[src/rtl/retire_stage.sv]
// ---------------------------------------------------------------------------
// retire_stage
//
// In-order commit stage. Takes the retire packet at the head of the ROB,
// commits architectural state (arch map table write, free-list return),
// performs stores at commit through a request/ack handshake, raises a
// pipeline flush on a taken branch (fetch predicts not-taken) and parks in
// a halted state once a halt instruction commits.
//
// Optional feature macro: RETIRE_PERF_CNT_EN
//   defined   -> perf_retired / perf_mispred / perf_store_stall count
//                commits, flushes and store-wait cycles
//   undefined -> the three counter outputs are tied to zero
//
// Ports
//   clock, reset          system clock, synchronous active-high reset
//   retire_en             ROB head completed and valid
//   retire_t/_old         {valid, phys_reg} new and previous mapping of dest
//   inst, halt, wr_mem    head instruction, halt flag, store flag
//   dest_reg_idx          architectural destination
//   NPC, result           head PC+4, ALU result / store addr / branch target
//   rs2_value             store data
//   take_branch           head branch resolved taken
//   ir_stall              ROB must hold head this cycle
//   amt_wr_*              arch map table write port
//   fl_push_*             free-list return port
//   mem_req/addr/data/size, mem_ack   store handshake
//   flush, redirect_pc    pipeline squash and new fetch target
//   halted                halt has committed
//   retire_valid/pc       one instruction committed this cycle and its PC
//   perf_*                performance counters
// ---------------------------------------------------------------------------
module retire_stage #(
   parameter  int XLEN        = 32,
   parameter  int PHYS_REG_SZ = 64,
   localparam int TAG_W       = $clog2(PHYS_REG_SZ)
) (
   input  logic             clock,
   input  logic             reset,
   input  logic             retire_en,
   input  logic [TAG_W:0]   retire_t,
   input  logic [TAG_W:0]   retire_t_old,
   input  logic [31:0]      inst,
   input  logic             halt,
   input  logic             wr_mem,
   input  logic [4:0]       dest_reg_idx,
   input  logic [XLEN-1:0]  NPC,
   input  logic [XLEN-1:0]  result,
   input  logic [XLEN-1:0]  rs2_value,
   input  logic             take_branch,
   output logic             ir_stall,
   output logic             amt_wr_en,
   output logic [4:0]       amt_wr_idx,
   output logic [TAG_W-1:0] amt_wr_tag,
   output logic             fl_push_en,
   output logic [TAG_W-1:0] fl_push_tag,
   output logic             mem_req,
   output logic [XLEN-1:0]  mem_addr,
   output logic [XLEN-1:0]  mem_data,
   output logic [1:0]       mem_size,
   input  logic             mem_ack,
   output logic             flush,
   output logic [XLEN-1:0]  redirect_pc,
   output logic             halted,
   output logic             retire_valid,
   output logic [XLEN-1:0]  retire_pc,
   output logic [31:0]      perf_retired,
   output logic [31:0]      perf_mispred,
   output logic [31:0]      perf_store_stall
);

   typedef enum logic [1:0] {
      RUN        = 2'd0,
      STORE_WAIT = 2'd1,
      HALTED     = 2'd2
   } retireState_e;

   retireState_e state_q, state_d;

   logic commit;
   logic destNonZero;
   logic unusedInstBits;

   // Only the size field of the instruction is needed here; the rest of the
   // word is folded into a deliberately unused signal.
   assign unusedInstBits = ^{inst[31:14], inst[11:0]};

   assign destNonZero = (dest_reg_idx != 5'd0);

   // State register. Reset is synchronous, so a reset taken while waiting
   // on a store simply drops back to RUN and the request falls next cycle.
   always_ff @(posedge clock) begin
      if (reset) begin
         state_q <= RUN;
      end else begin
         state_q <= state_d;
      end
   end

   // Next-state and all commit outputs. Everything is combinational so the
   // ROB sees ir_stall and the commit side effects in the same cycle.
   always_comb begin
      state_d      = state_q;
      ir_stall     = 1'b0;
      commit       = 1'b0;
      amt_wr_en    = 1'b0;
      amt_wr_idx   = 5'd0;
      amt_wr_tag   = '0;
      fl_push_en   = 1'b0;
      fl_push_tag  = '0;
      mem_req      = 1'b0;
      mem_addr     = '0;
      mem_data     = '0;
      mem_size     = 2'b00;
      flush        = 1'b0;
      redirect_pc  = '0;
      halted       = 1'b0;
      retire_valid = 1'b0;
      retire_pc    = '0;

      unique case (state_q)
         RUN: begin
            if (retire_en && wr_mem) begin
               mem_req  = 1'b1;
               ir_stall = !mem_ack;
               if (!mem_ack) begin
                  state_d = STORE_WAIT;
               end
            end
         end
         STORE_WAIT: begin
            // The ROB keeps the head stable, so the request simply tracks it.
            mem_req  = 1'b1;
            ir_stall = !mem_ack;
            if (mem_ack) begin
               state_d = RUN;
            end
         end
         HALTED: begin
            halted   = 1'b1;
            ir_stall = 1'b1;
         end
         default: begin
            state_d = RUN;
         end
      endcase

      if (mem_req) begin
         mem_addr = result;
         mem_data = rs2_value;
         mem_size = inst[13:12];
      end

      commit = retire_en && !ir_stall;

      if (commit) begin
         retire_valid = 1'b1;
         retire_pc    = NPC - XLEN'(4);

         // Stores never touch the rename state.
         if (!wr_mem) begin
            amt_wr_en  = retire_t[TAG_W] && destNonZero;
            fl_push_en = retire_t_old[TAG_W] && destNonZero;
            if (amt_wr_en) begin
               amt_wr_idx = dest_reg_idx;
               amt_wr_tag = retire_t[TAG_W-1:0];
            end
            if (fl_push_en) begin
               fl_push_tag = retire_t_old[TAG_W-1:0];
            end
         end

         // A halt outranks a taken branch: nothing after it will be fetched
         // anyway, so there is nothing to redirect.
         if (halt) begin
            state_d = HALTED;
         end else if (take_branch && !wr_mem) begin
            flush       = 1'b1;
            redirect_pc = result;
         end
      end
   end

`ifdef RETIRE_PERF_CNT_EN
   logic [31:0] perfRetired_q;
   logic [31:0] perfMispred_q;
   logic [31:0] perfStoreStall_q;

   // Free-running wrapping counters, frozen once the core has halted.
   always_ff @(posedge clock) begin
      if (reset) begin
         perfRetired_q    <= 32'd0;
         perfMispred_q    <= 32'd0;
         perfStoreStall_q <= 32'd0;
      end else if (state_q != HALTED) begin
         if (commit) begin
            perfRetired_q <= perfRetired_q + 32'd1;
         end
         if (flush) begin
            perfMispred_q <= perfMispred_q + 32'd1;
         end
         if (state_q == STORE_WAIT) begin
            perfStoreStall_q <= perfStoreStall_q + 32'd1;
         end
      end
   end

   assign perf_retired     = perfRetired_q;
   assign perf_mispred     = perfMispred_q;
   assign perf_store_stall = perfStoreStall_q;
`else
   assign perf_retired     = 32'd0;
   assign perf_mispred     = 32'd0;
   assign perf_store_stall = 32'd0;
`endif

endmodule

[config.mk]
export PLATFORM = sky130hd
export DESIGN_NAME = retire_stage
export DESIGN_NICKNAME = d
export VERILOG_FILES = /design/src/rtl/retire_stage.sv
export SDC_FILE = /design/constraint.sdc
export NUM_CORES = 1
export LEC_CHECK = 0
export BUFFER_PORTS_ARGS = -buffer_cell sky130_fd_sc_hd__buf_2
export CORE_AREA = 5 5 152 154
export CTS_BUF_LIST = sky130_fd_sc_hd__clkbuf_16
export DETAILED_ROUTE_END_ITERATION = 10
export DIE_AREA = 0 0 157 159
export SYNTH_ARGS = -nofsm -noshare
export SYNTH_HDL_FRONTEND = slang
export SYNTH_SLANG_ARGS = --single-unit
[constraint.sdc]
create_clock -name clock -period 5 [get_ports clock]
set_input_delay 0.5 -clock clock [delete_from_list [all_inputs] [get_ports clock]]
set_output_delay 0.5 -clock clock [all_outputs]
set_load 0.005 [all_outputs]
==> summary.txt <==
============================================================================================
Result of the run                                                                  completed
Main combinational cell family by area after synthesis                          simple AND/OR/NAND/NOR gates
Part of the total power dissipated in sequential elements                               4.7%
Count of boundary I/O pins                                                               404
Master of the slowest instance on the critical path                             sky130_fd_sc_hd__or4b_1
Share of flip-flops with an asynchronous set or reset                                     0%
Die X                                                                                 157 µm
Clock buffer depth                                                                         2
Clock sinks                                                                                2
Detail-routed net length per standard cell                                           14.8 µm
Min-Delay Path Class                                                            input pin to register
VDD IR-drop max                                                                    0.0518 mV
Adder-cell share of the synthesized area                                              0.522%
Net switching power                                                                 0.148 mW
Startpoint kind of the worst setup timing path                                     input pin
Xor/xnor share of the synthesized area                                                 3.29%
Vias                                                                                   3,149
Number of antenna violations at the first check in global routing                          3
Overflow left after global routing                                                         0
Count of flip-flops with a built-in enable after synthesis                                 0
Start-to-end type of the worst setup path                                       input pin to output port
Regs by FF count                                                                 state_q (2)
Skew final                                                                       0.000949 ns
TritonCTS buffer count                                                                     3
Final sum of negative setup slack                                                       0 ns
Area of the mapped netlist                                                          2390 µm²
Endpoint of the most critical register-to-register path                         state_q[1]$_SDFF_PP0_
Power share of the clock group                                                         31.7%
Number of warnings printed during yosys synthesis                                          0
1st-pass router iterations                                                                 4
DR DRC count                                                                               0
Critical Path AT                                                                     2.76 ns
Row Count                                                                                 54
Register-to-register setup slack                                                     3.44 ns
TritonCTS clock tree                                                                     yes
Unrepaired setup endpoints after global routing                                           no
Dominant register cell in the synthesized netlist                               sky130_fd_sc_hd__dfxtp_1
Post-route antenna net violation count                                                     0
Power density cells                                                              97.8 nW/µm²
Capturing instance or port of the critical path                                 retire_pc[18]
Minimum clock period                                                                 3.26 ns
Layout cells sized above 1                                                             46.4%
Total internal power                                                                0.228 mW
Cell leakage power                                                                   2.25 nW
Switching part of the total power                                                      39.3%
Most frequent cell on the critical path                                         sky130_fd_sc_hd__buf_2
CTS Hold Buffers Added                                                                     0
Largest fanout on the critical path                                                       10
Source of the critical timing path                                                    NPC[2]
Signed area change from the synthesized netlist to the final layout                    60.6%
R2R Path Start                                                                  state_q[1]$_SDFF_PP0_
Hold Vio Cnt, Final                                                                        0
Maximum number of pins on one net before global-route repair                              36
Iteration-0 DRC count of the detailed router                                              89
Data required time at the worst endpoint                                             4.50 ns
Logic gate share of total power                                                        63.6%
Multiplexer share of the synthesized area                                             0.418%
Count of pins over their slew limit                                                        0
Max Freq                                                                             307 MHz
Slew of the pin with the lowest slew margin                                         0.896 ns
Basic-gate share of the synthesized area counting and, or, nand and nor cells          49.5%
Avg Synthesized Cell Area                                                           6.49 µm²
Worst max-slew margin expressed relative to the limit                                  40.2%
Largest incremental delay on the critical path                                       0.61 ns
Register with the highest flop count                                                 state_q
Weighted congestion reported at the end of routability-driven placement                0.858
Core Footprint                                                                    21,600 µm²
Placed wire-length estimate                                                        12,200 µm
Number of cells produced by synthesis                                                    369
Flip-flop count of the largest register, all copies and words added                        2
Number of antenna repair diodes                                                            0
Fin nets                                                                                 793
Sequential area share after synthesis                                                  1.67%
Die ar.                                                                           25,000 µm²
Yosys cell types                                                                          37
Global routing usage summed across all routing layers                                  9.75%
Count of endpoints failing setup in the final report                                       0
Aggregate routed wire length                                                       13,500 µm
Total setup buffers inserted after CTS                                                     0
Max-cap violations                                                                         0
Via count of the first global-routing pass                                             3,020
DIE HEIGHT                                                                            159 µm
Clock latency at the later pin of the worst-skew pair                                0.22 ns
Critical path capture point type                                                 output port
H-Tree Depth                                                                               1
Cell at the root of the clock tree                                              sky130_fd_sc_hd__clkbuf_16
Reg clk slew, reported paths                                                         0.03 ns
Area fraction in compound gates after synthesis                                        10.1%
First-pass GRT wire length                                                         19,100 µm
Reg2reg path depth                                                                         6
Effective utilization at floorplan                                                     11.1%
Flops & latches, synth                                                                     2
Final cycle utilization of the critical path                                           65.1%
Count of input and output buffers                                                        277
Fraction of the core area covered by cells at the end of the flow                      17.8%
Quantity of gates resized following cts                                                    0
Cell-by-cell listing of the critical path                                       buf_2 -> inv_1 -> ha_1 -> or4b_1 -> or3_1 -> or4_1 -> a21oi_1 -> buf_2
Vias per Instance                                                                       3.44
============================================================================================
==> through the flow <==
step | hold slack, ns | power [mW] | instance area (µm²) | worst slack (ns) | instances
after floorplan | 0.530 | 0.172 | 2750 | 2.19 | 464
after global placement | 0.614 | 0.258 | 3770 | 1.74 | 913
after detailed placement | 0.626 | 0.258 | 3770 | 1.73 | 913
after CTS | 0.468 | 0.381 | 3840 | 1.73 | 916
after global routing | 0.467 | 0.411 | 3840 | 1.62 | 916
final | 0.469 | 0.376 | 3840 | 1.74 | 916
==> logic make-up after synthesis <==
| family | count (synthesis) |
|---|---|
| AO/OA/AOI/OAI | 39 |
| XOR/XNOR | 9 |
| adder cells (fa/ha/maj) | 1 |
| buffers and inverters | 122 |
| flip-flops | 2 |
| multiplexers | 1 |
| other | 1 |
| AND/OR/NAND/NOR | 194 |
==> power groups by stage <==
stage | clock network (mW) | logic (mW) | registers [mW]
after floorplan | 0 | 0.154 | 0.0176
after global placement | 0 | 0.240 | 0.0180
after detailed placement | 0 | 0.240 | 0.0180
after CTS | 0.121 | 0.242 | 0.0178
after global routing | 0.124 | 0.269 | 0.0179
final | 0.119 | 0.239 | 0.0178
==> Yosys cell counts (5+ instances only) <==
master	number	share of area (%)
sky130_fd_sc_hd__a21oi_1	18	3.8
sky130_fd_sc_hd__and2_1	118	31
sky130_fd_sc_hd__buf_4	96	30
sky130_fd_sc_hd__clkbuf_1	17	2.7
sky130_fd_sc_hd__inv_1	6	0.94
sky130_fd_sc_hd__nand2b_1	5	1.3
sky130_fd_sc_hd__nor2_1	17	2.7
sky130_fd_sc_hd__nor3_1	7	1.5
sky130_fd_sc_hd__nor4_1	7	1.8
sky130_fd_sc_hd__o21ai_0	5	1.0
sky130_fd_sc_hd__o31ai_1	9	2.8
sky130_fd_sc_hd__or3_1	6	1.6
sky130_fd_sc_hd__or4_1	10	3.1
sky130_fd_sc_hd__xor2_1	5	1.8
==> how the worst min path moves through the flow <==
| stage | cells past startpoint | endpoint | startpoint | slack (ns) |
|---|---|---|---|---|
| after floorplan | 2 | state_q[0]$_SDFF_PP0_ | state_q[1]$_SDFF_PP0_ | 0.53 |
| after global placement | 2 | state_q[0]$_SDFF_PP0_ | state_q[1]$_SDFF_PP0_ | 0.61 |
| after detailed placement | 3 | state_q[0]$_SDFF_PP0_ | state_q[0]$_SDFF_PP0_ | 0.63 |
| after CTS | 2 | state_q[1]$_SDFF_PP0_ | reset | 0.47 |
| after global routing | 2 | state_q[1]$_SDFF_PP0_ | reset | 0.47 |
| final | 2 | state_q[1]$_SDFF_PP0_ | reset | 0.47 |
==> critical path: cells and delay by family <==
family	cells	cell delay, ns
AO/OA/AOI/OAI	1	0.15
adder cells (fa/ha/maj)	1	0.16
buffers and inverters	3	0.30
AND/OR/NAND/NOR	3	1.63
==> final cells by class <==
cell class	instances	area, µm²
inverters	7	26.3
flip-flops and latches	2	40.0
multi-input cells	340	1910
fillers	2479	17700
repair buffers	284	1440
clock buffers	3	75.1
well taps	280	350
==> routing by layer <==
| metal | global-route usage, % | part of all wire (%) |
|---|---|---|
| met5 | 0 | 0.23 |
| met2 | 16.6 | 48 |
| met3 | 3.86 | 12 |
| met4 | 0.473 | 0.066 |
| met1 | 12.2 | 40 |
==> placed cells by master (no fill, tap or decap), types with 6 or more instances in the layout <==
cell type,synthesis,final
sky130_fd_sc_hd__buf_2,2,277
sky130_fd_sc_hd__or4_1,10,10
sky130_fd_sc_hd__and2_1,118,118
sky130_fd_sc_hd__nor3_1,7,7
sky130_fd_sc_hd__buf_4,96,7
sky130_fd_sc_hd__o31ai_1,9,9
sky130_fd_sc_hd__nor4_1,7,7
sky130_fd_sc_hd__nor2_1,17,17
sky130_fd_sc_hd__inv_1,6,6
sky130_fd_sc_hd__conb_1,1,96
sky130_fd_sc_hd__a21oi_1,18,18
sky130_fd_sc_hd__or3_1,6,6
Power figures use the tool's default switching activity.
